$ cat config.mk
export PLATFORM = sky130hd
export DESIGN_NAME = prog_loader
export DESIGN_NICKNAME = d
export VERILOG_FILES = /design/src/rtl/cpu_pkg.sv /design/src/rtl/word_packer.sv /design/src/rtl/prog_loader.sv
export SDC_FILE = /design/constraint.sdc
export NUM_CORES = 1
export LEC_CHECK = 0
export CAP_MARGIN = 10
export CELL_PAD_IN_SITES_DETAIL_PLACEMENT = 0
export CELL_PAD_IN_SITES_GLOBAL_PLACEMENT = 1
export CORE_ASPECT_RATIO = 1.75
export CORE_MARGIN = 5
export CORE_UTILIZATION = 43
export DETAILED_ROUTE_END_ITERATION = 8
export HOLD_SLACK_MARGIN = 0.05
export PLACE_DENSITY_LB_ADDON = 0.3
export SYNTH_ARGS = -nofsm -noshare
export SYNTH_HDL_FRONTEND = slang
export SYNTH_HIERARCHICAL = 1
export SYNTH_SLANG_ARGS = --single-unit
$ cat constraint.sdc
create_clock -name clk -period 3 [get_ports clk]
set_input_delay 0.6 -clock clk [delete_from_list [all_inputs] [get_ports clk]]
set_output_delay 0.6 -clock clk [all_outputs]
set_load 0.05 [all_outputs]
$ cat src/rtl/cpu_pkg.sv
// Shared cpu-side definitions: code-memory geometry and the program loader state encoding.
// Used by prog_loader and word_packer.
package cpu_pkg;

  localparam int ADDR_W  = 16;
  localparam int DATA_W  = 16;
  localparam int STATE_W = 3;

  typedef enum logic [STATE_W-1:0] {
    ST_IDLE   = 3'd0,
    ST_LEN_HI = 3'd1,
    ST_LEN_LO = 3'd2,
    ST_DAT_HI = 3'd3,
    ST_DAT_LO = 3'd4,
    ST_CHK    = 3'd5,
    ST_DONE   = 3'd6,
    ST_ERR    = 3'd7
  } loader_state_t;

  // States in which the loader holds rx_ready high.
  function automatic logic accepts_byte(input loader_state_t s);
    return (s == ST_LEN_HI) || (s == ST_LEN_LO) || (s == ST_DAT_HI) ||
           (s == ST_DAT_LO) || (s == ST_CHK);
  endfunction

endpackage

$ cat src/rtl/word_packer.sv
// Packs a big-endian byte pair into a 16-bit code word and emits a
// one-cycle word_rdy pulse the cycle after the low byte arrives.
module word_packer
  import cpu_pkg::*;
(
  input  logic              clk,
  input  logic              reset,
  input  logic              byte_stb,
  input  logic              sel_hi,
  input  logic [7:0]        byte_in,
  output logic [DATA_W-1:0] word,
  output logic              word_rdy
);

  logic [7:0]        hi_reg;
  logic [DATA_W-1:0] word_reg;
  logic              rdy_reg;

  always_ff @(posedge clk or posedge reset) begin
    if (reset) begin
      hi_reg   <= 8'h00;
      word_reg <= '0;
      rdy_reg  <= 1'b0;
    end else begin
      rdy_reg <= byte_stb & ~sel_hi;
      if (byte_stb && sel_hi)
        hi_reg <= byte_in;
      if (byte_stb && !sel_hi)
        word_reg <= {hi_reg, byte_in};
    end
  end

  assign word     = word_reg;
  assign word_rdy = rdy_reg;

endmodule

$ cat src/rtl/prog_loader.sv
// Boot-time program loader: length header + big-endian code words over a byte link,
// holds the cpu in reset until loaded. Define LOADER_CHECKSUM_EN for a trailing XOR byte.
module prog_loader
  import cpu_pkg::*;
#(
  parameter logic [ADDR_W-1:0] BASE_ADDR = 16'h0000,
  parameter int                MAX_WORDS = 1024
)
(
  input  logic              clk,
  input  logic              reset,
  input  logic              start,
  input  logic              rx_valid,
  input  logic [7:0]        rx_byte,
  output logic              rx_ready,
  output logic              wr_en,
  output logic [ADDR_W-1:0] wr_addr,
  output logic [DATA_W-1:0] wr_data,
  output logic              cpu_reset,
  output logic              busy,
  output logic              done,
  output logic              err,
  output logic [15:0]       word_count
);

  localparam logic [16:0] MAX_LEN = 17'(MAX_WORDS);

`ifdef LOADER_CHECKSUM_EN
  localparam loader_state_t ST_FINAL = ST_CHK;
  logic [7:0] csum_reg;
`else
  localparam loader_state_t ST_FINAL = ST_DONE;
`endif

  loader_state_t     state_reg, state_next;
  logic              rx_ready_reg, busy_reg, done_reg, err_reg, cpu_reset_reg;
  logic [7:0]        len_hi_reg;
  logic [15:0]       len_reg;
  logic [15:0]       word_count_reg;
  logic [ADDR_W-1:0] wr_addr_reg;
  logic [15:0]       len_word;
  logic [15:0]       word_count_next;
  logic              xfer;
  logic              can_start;
  logic              data_stb;

  assign xfer            = rx_valid & rx_ready_reg;
  assign len_word        = {len_hi_reg, rx_byte};
  assign word_count_next = word_count_reg + 16'd1;
  assign can_start       = start && ((state_reg == ST_IDLE) || (state_reg == ST_DONE) ||
                                     (state_reg == ST_ERR));
  assign data_stb        = xfer && ((state_reg == ST_DAT_HI) || (state_reg == ST_DAT_LO));

  always_comb begin
    state_next = state_reg;
    case (state_reg)
      ST_IDLE, ST_DONE, ST_ERR: if (start) state_next = ST_LEN_HI;
      ST_LEN_HI: if (xfer) state_next = ST_LEN_LO;
      ST_LEN_LO: if (xfer) begin
        if ({1'b0, len_word} > MAX_LEN) state_next = ST_ERR;
        else if (len_word == 16'd0)     state_next = ST_FINAL;
        else                            state_next = ST_DAT_HI;
      end
      ST_DAT_HI: if (xfer) state_next = ST_DAT_LO;
      ST_DAT_LO: if (xfer) state_next = (word_count_next == len_reg) ? ST_FINAL : ST_DAT_HI;
`ifdef LOADER_CHECKSUM_EN
      ST_CHK: if (xfer) state_next = (rx_byte == csum_reg) ? ST_DONE : ST_ERR;
`endif
      default: state_next = ST_IDLE;
    endcase
  end

  always_ff @(posedge clk or posedge reset) begin
    if (reset) begin
      state_reg      <= ST_IDLE;
      rx_ready_reg   <= 1'b0;
      busy_reg       <= 1'b0;
      done_reg       <= 1'b0;
      err_reg        <= 1'b0;
      cpu_reset_reg  <= 1'b1;
      len_hi_reg     <= 8'h00;
      len_reg        <= 16'h0000;
      word_count_reg <= 16'h0000;
      wr_addr_reg    <= BASE_ADDR;
`ifdef LOADER_CHECKSUM_EN
      csum_reg       <= 8'h00;
`endif
    end else begin
      state_reg    <= state_next;
      rx_ready_reg <= accepts_byte(state_next);

      if (can_start) begin
        done_reg       <= 1'b0;
        err_reg        <= 1'b0;
        busy_reg       <= 1'b1;
        cpu_reset_reg  <= 1'b1;
        word_count_reg <= 16'h0000;
`ifdef LOADER_CHECKSUM_EN
        csum_reg       <= 8'h00;
`endif
      end

      if (xfer && state_reg == ST_LEN_HI) len_hi_reg <= rx_byte;
      if (xfer && state_reg == ST_LEN_LO) len_reg    <= len_word;

      // Address and count advance on the same edge that raises wr_en.
      if (xfer && state_reg == ST_DAT_LO) begin
        wr_addr_reg    <= BASE_ADDR + word_count_reg;
        word_count_reg <= word_count_next;
      end

`ifdef LOADER_CHECKSUM_EN
      if (xfer && state_reg != ST_CHK) csum_reg <= csum_reg ^ rx_byte;
`endif

      if (state_next == ST_DONE && state_reg != ST_DONE) begin
        busy_reg      <= 1'b0;
        done_reg      <= 1'b1;
        cpu_reset_reg <= 1'b0;
      end
      if (state_next == ST_ERR && state_reg != ST_ERR) begin
        busy_reg <= 1'b0;
        err_reg  <= 1'b1;
      end
    end
  end

  word_packer u_word_packer (
    .clk      (clk),
    .reset    (reset),
    .byte_stb (data_stb),
    .sel_hi   (state_reg == ST_DAT_HI),
    .byte_in  (rx_byte),
    .word     (wr_data),
    .word_rdy (wr_en)
  );

  assign rx_ready   = rx_ready_reg;
  assign wr_addr    = wr_addr_reg;
  assign cpu_reset  = cpu_reset_reg;
  assign busy       = busy_reg;
  assign done       = done_reg;
  assign err        = err_reg;
  assign word_count = word_count_reg;

endmodule

# Yosys cells after proc, flatten, opt, wreduce, memory -nomap -nowiden
# Index checks and enable logic that the tools add are counted.
# Widths: inputs -> output; s select.
[op_classes]
add_sub_neg = 1
magnitude_cmp = 1
n_eq_ne = 16
mux = 17
bitwise = 3
reduce_logical = 24
[op_table]
columns = ["operator", "n"]
rows = [
  ["$mux 16", 2],
  ["$mux 3", 8],
  ["$eq 3x3->1 const B", 7],
  ["$add 16x1->16 const B", 1],
  ["$eq 16x16->1", 1],
  ["$gt 16x11->1 const B", 1],
  ["$logic_not 16->1", 1],
  ["$pmux 3 s5", 1],
  ["$eq 3x2->1 const B", 4],
  ["$logic_and 1x1->1", 9],
  ["$logic_or 1x1->1", 7],
  ["$eq 3x1->1 const B", 2],
  ["$mux 1", 6],
  ["$ne 3x3->1 const B", 2],
  ["$reduce_bool 2->1", 3],
  ["$logic_not 3->1", 1],
  ["$reduce_bool 3->1", 1],
  ["$reduce_or 3->1", 1],
  ["$and 1x1->1", 2],
  ["$logic_not 1->1", 1],
  ["$not 1->1", 1],
]
[word_totals]
register_bits = 89
input_bits = 12
output_inout_bits = 54
word_cells = 75

# Longest topological paths before layout
[logic_depth]
word_depth = 10
depth_mapped = 10
mapped_depth_nobuf = 9

# Hierarchy
# The synthesis kept the hierarchy.
[by_module_without_submodules]
columns = ["mod", "instances", "cells_each", "area_per_inst_um2", "seq_area_each_um2"]
rows = [
  ["prog_loader", 1, 371, 3544.6, 1602.8],
  ["word_packer", 1, 54, 969.7, 625.6],
]

# Least setup slack after synthesis
# Ideal clock, no wire load.
[synth_timing]
path_type = "register to register"
startpoint = "reg word_count_reg[0] (netlist: word_count[0])"
endpoint = "reg rx_ready_reg (netlist: rx_ready)"
setup_ns = 0.124
arrival_time_ns = 2.620
required_ns = 2.876
slack_ns = 0.256
stages_incl_launch_ff = 11
n_path_buf = 1
period_less_slack_ns = 2.744
cell_sequence = "dfrtp_1 -> ha_1 -> buf_2 -> and3_1 -> nand3_1 -> xnor2_1 -> a2111oi_2 -> and3_1 -> a22o_2 -> inv_2 -> o31a_1"
[synth_via]
elab_chain_cells = 10
elab_cells_between_ends = 14
cone_classes = "1 x add/sub; 6 x eq/ne; 3 x mux; 4 x reduce/logical"
[synth_lines]
columns = ["item", "line_no", "source"]
rows = [
  ["start, declared", "prog_loader.sv:39", "logic [15:0] word_count_reg;"],
  ["start signal, assigned", "prog_loader.sv:109", "word_count_reg <= word_count_next;"],
  ["$add 16x1->16 (*)", "prog_loader.sv:49", "assign word_count_next = word_count_reg + 16'd1;"],
  ["$eq 16x16->1 (*)", "prog_loader.sv:65", "ST_DAT_LO: if (xfer) state_next = (word_count_next == len_reg) ? ST_FINAL : ST_DAT_HI;"],
  ["$mux 3 (*) (2 in series)", "prog_loader.sv:65", ""],
  ["$pmux 3 s5 (*)", "prog_loader.sv:56", "case (state_reg)"],
  ["via state_next[0]", "prog_loader.sv:35", "loader_state_t state_reg, state_next;"],
  ["$eq 3x1->1 or $eq 3x2->1 (tied branches)", "cpu_pkg.sv:22", "return (s == ST_LEN_HI) || (s == ST_LEN_LO) || (s == ST_DAT_HI) ||"],
  ["$logic_or 1x1->1 (3 in series)", "cpu_pkg.sv:22", ""],
  ["$logic_or 1x1->1 (*)", "cpu_pkg.sv:23", "(s == ST_DAT_LO) || (s == ST_CHK);"],
  ["end signal, assigned", "prog_loader.sv:90", "rx_ready_reg <= accepts_byte(state_next);"],
  ["end, declared", "prog_loader.sv:36", "logic rx_ready_reg, busy_reg, done_reg, err_reg, cpu_reset_reg;"],
]
# Mark *: on every way through the listed nets, which the timed path passes. The rest lies on a longest branch.
# A chain may end at the register's enable or synchronous reset.

# Worst setup path after layout
[layout_timing]
startpoint = "reg word_count_reg[1] (netlist: word_count[1])"
endpoint = "reg done_reg (netlist: done)"
[layout_via]
elab_chain_cells = 8
elab_cells_between_ends = 9
cone_classes = "1 x add/sub; 2 x eq/ne; 4 x mux; 2 x reduce/logical"
[layout_lines]
columns = ["item", "line_no", "source"]
rows = [
  ["$add 16x1->16 (*)", "prog_loader.sv:49", ""],
  ["$eq 16x16->1 (*)", "prog_loader.sv:65", ""],
  ["$mux 3 (*) (2 in series)", "prog_loader.sv:65", ""],
  ["$pmux 3 s5 (*)", "prog_loader.sv:56", ""],
  ["$eq 3x3->1 (*)", "prog_loader.sv:116", "if (state_next == ST_DONE && state_reg != ST_DONE) begin"],
  ["$logic_and 1x1->1 (*)", "prog_loader.sv:116", ""],
  ["$mux 1 or $reduce_bool 2->1 (tied branches)", "n/a", ""],
  ["end signal, assigned", "prog_loader.sv:78", "done_reg <= 1'b0;"],
  ["end signal, assigned", "prog_loader.sv:93", "done_reg <= 1'b0;"],
  ["end signal, assigned", "prog_loader.sv:118", "done_reg <= 1'b1;"],
  ["end, declared", "prog_loader.sv:36", ""],
]
# Mark *: on every way between the ends. The rest lies on a longest branch, timed or not.

==> results_dict.tcl <==
set metrics [dict create \
    r2r_start "word_count[1]" \
    seqPwrFrac_pct 37.5 \
    min_period_ps 2800 \
    dr_total_vias 3403 \
    fin_tns_setup_ps 0 \
    drtPass1Iterations 4 \
    globalplace.congestion 0.849 \
    ctsHoldBuffers 0 \
    dieArea_um2 12700 \
    postSynthAreaPerCell_um2 10.6 \
    fillers 929 \
    drt.antenna.violating_nets 0 \
    grt_pass1_wl_um 18300 \
    path_class "register to register" \
    final_common_cell "dfrtp_1" \
    ys_types 68 \
    numCtsBuffers 9 \
    grt_util_all_layers_pct 18.2 \
    avgRoutedWirePerCell_um 17.1 \
    worstPathRequired_ps 3230 \
    drt_iter0_drc 191 \
    num_antenna_cells 0 \
    cts.clk_slew.worst_paths_ps 70 \
    drv_cap 0 \
    crit_path_cell_trace "ha_1 > and3_1 > a311oi_1 > nor4_1 > a2111oi_2 > buf_4 > and3_1 > a22o_2 > buf_4 > a41o_1" \
    rsz0062_at_grt "false" \
    vdd_ir_drop_max_mv 0.670 \
    grt_pass1_vias 3503 \
    syn_area_um2 4510 \
    hold_depth 2 \
    reg2regPathDepth 10 \
    ys_ff_latch 89 \
    initial_core_util_pct 43.8 \
    yosysWarningCount 6 \
    ctsResizeCount 0 \
    ios 66 \
    p_int_uw 3060 \
    synth_nets 438 \
    area_growth_pct 25.4 \
    nets 510 \
    cts_setup_buffers 0 \
    fmax_mhz 357 \
    finalMaxSlewViolations 0 \
    die_h_um 146 \
    drive_gt1_share_pct 21.1 \
    reg2reg_to "done" \
    end_kind "register" \
    netlist_instances 425 \
    worstMarginPinSlew_ps 918 \
    cts_max_level 3 \
    worstPathMaxFanout 7 \
    fp.coreArea_um2 10300 \
    drc 0 \
    async_flop_share_pct 100 \
    r2r_slack_ps 200 \
    utilization_pct 55.0 \
    cts_root_buf "clkbuf_16" \
    final_cell_mix "88 x dfrtp_1, 76 x nand2_1, 65 x clkdlybuf4s50_1" \
    status "completed" \
    cts_tree "done" \
    grt_max_degree 65 \
    io_buffers 65 \
    hold_viol 0 \
    p_per_area_nw_per_um2 902 \
    yosys_most_used_dff "dfrtp_1" \
    holdPathEnd "wr_addr[7]" \
    chipWidth_um 87.5 \
    hp-start "wr_addr[7]" \
    clk_latency_ps 340 \
    slew_headroom_pct 38.8 \
    viasPerCell 5.41 \
    p_leak_uw 0.00249 \
    antenna_found_initial 0 \
    rows 49 \
    pwr-share-clk_pct 21.2 \
    skew_ps 5.67 \
    cts.sinks 89 \
    place_hpwl_um 7790 \
    combPwrFrac_pct 41.3 \
    cp-start-kind "register" \
    wl_um 10800 \
    synth-seq-area-share_pct 49.4 \
    setup_viol_count_final 0 \
    swShare_pct 40.0 \
    slowest_stage "dfrtp_1" \
    synth-edff-count 0 \
    hp-class "register to register" \
    p_sw_uw 2040 \
    cp.arrival_ps 3030 \
    slowest_delay_ps 470 \
    grt.overflow.total 0 \
    cts_buffer_depth 2 \
    min_period_over_period_pct 93.4 \
]
[critical path, delay by kind of cell (launching register included)]
kind	cells	cell delay (ps)
flops	1	470
buf+inv	2	310
compound gates	4	640
fa+ha+maj	1	400
simple gates	3	860
[layer usage]
| metal | share of wire, % | global-route usage [%] | wire length, µm |
|---|---|---|---|
| met1 | 40 | 22.0 | 4310 |
| met2 | 53 | 30.8 | 5660 |
| met3 | 3.7 | 3.17 | 397 |
| met4 | 3.6 | 8.37 | 389 |
| met5 | 0 | 0 | 0 |
[power by group through the flow]
stage               combinational (µW)  clock (µW)  sequential [µW]
floorplan                         1070           0             2310
finish                            2110        1080             1910
CTS                               2130        1110             1920
global placement                  2080           0             1920
global route                      2260        1170             1980
detailed placement                2120           0             1930
[worst max path at each step]
| stage | endpoint | slack [ps] | cells after the start | from |
|---|---|---|---|---|
| 6_report | done | 200 | 10 | word_count[1] |
| 3_5_place_dp | rx_ready | 150 | 8 | rx_byte[4] |
| 3_3_place_gp | rx_ready | 190 | 8 | rx_byte[4] |
| 4_1_cts | done | 220 | 10 | word_count[1] |
| 2_1_floorplan | rx_ready | 260 | 10 | word_count[0] |
| 5_1_grt | done | 90 | 10 | word_count[1] |
[cells by family after synthesis]
family                   Yosys count  share of synthesized area (%)
AO/OA/AOI/OAI                     74                           10.8
XOR/XNOR                          23                           5.10
adder cells (fa/ha/maj)            1                          0.277
buffers and inverters             35                           3.88
flip-flops                        89                           49.4
multiplexers                      44                           11.7
AND/OR/NAND/NOR                  159                           18.9
[final cells by class]
class                   instances  area [µm²]  share of cell area (%)
clock inverters                 7        60.1                    1.06
inverters                       9        33.8                   0.597
flip-flops and latches         89        2230                    39.4
multi-input cells             301        2130                    37.6
clock buffers                   9         225                    3.98
repair buffers                 87         828                    14.6
well taps                     127         159                    2.81
[cells in the mapped netlist (all sizes together) (2+ instances only)]
cell type	count	area [µm²]
a21oi	11	55.1
xor2	8	70.1
o211a	2	20.0
nor4b	2	23.8
xnor2	13	114
a2111oi	2	30.0
mux2	44	529
and2	5	33.8
a31o	2	17.5
a41o	2	20.0
nor2b	3	18.8
nand4	7	50.1
o31ai	5	37.5
clkbuf	9	33.8
inv	9	33.8
nor3	8	50.1
and3	6	42.5
nor4	8	101
a31oi	2	12.5
buf	17	108
dfrtp	88	2200
nor3b	2	15.0
nor2	21	81.3
o21ai	33	165
nand3	17	115
nand2	76	285
[stage by stage]
step	setup slack [ps]	cell area [µm²]	cells	power, µW	hold slack, ps
2_1_floorplan	256	4510	425	3370	468
3_3_place_gp	191	5380	613	4000	458
3_5_place_dp	152	5380	613	4050	462
4_1_cts	215	5660	629	5160	478
5_1_grt	91.4	5660	629	5400	496
6_report	197	5660	629	5100	471
Power figures use the tool's default switching activity.
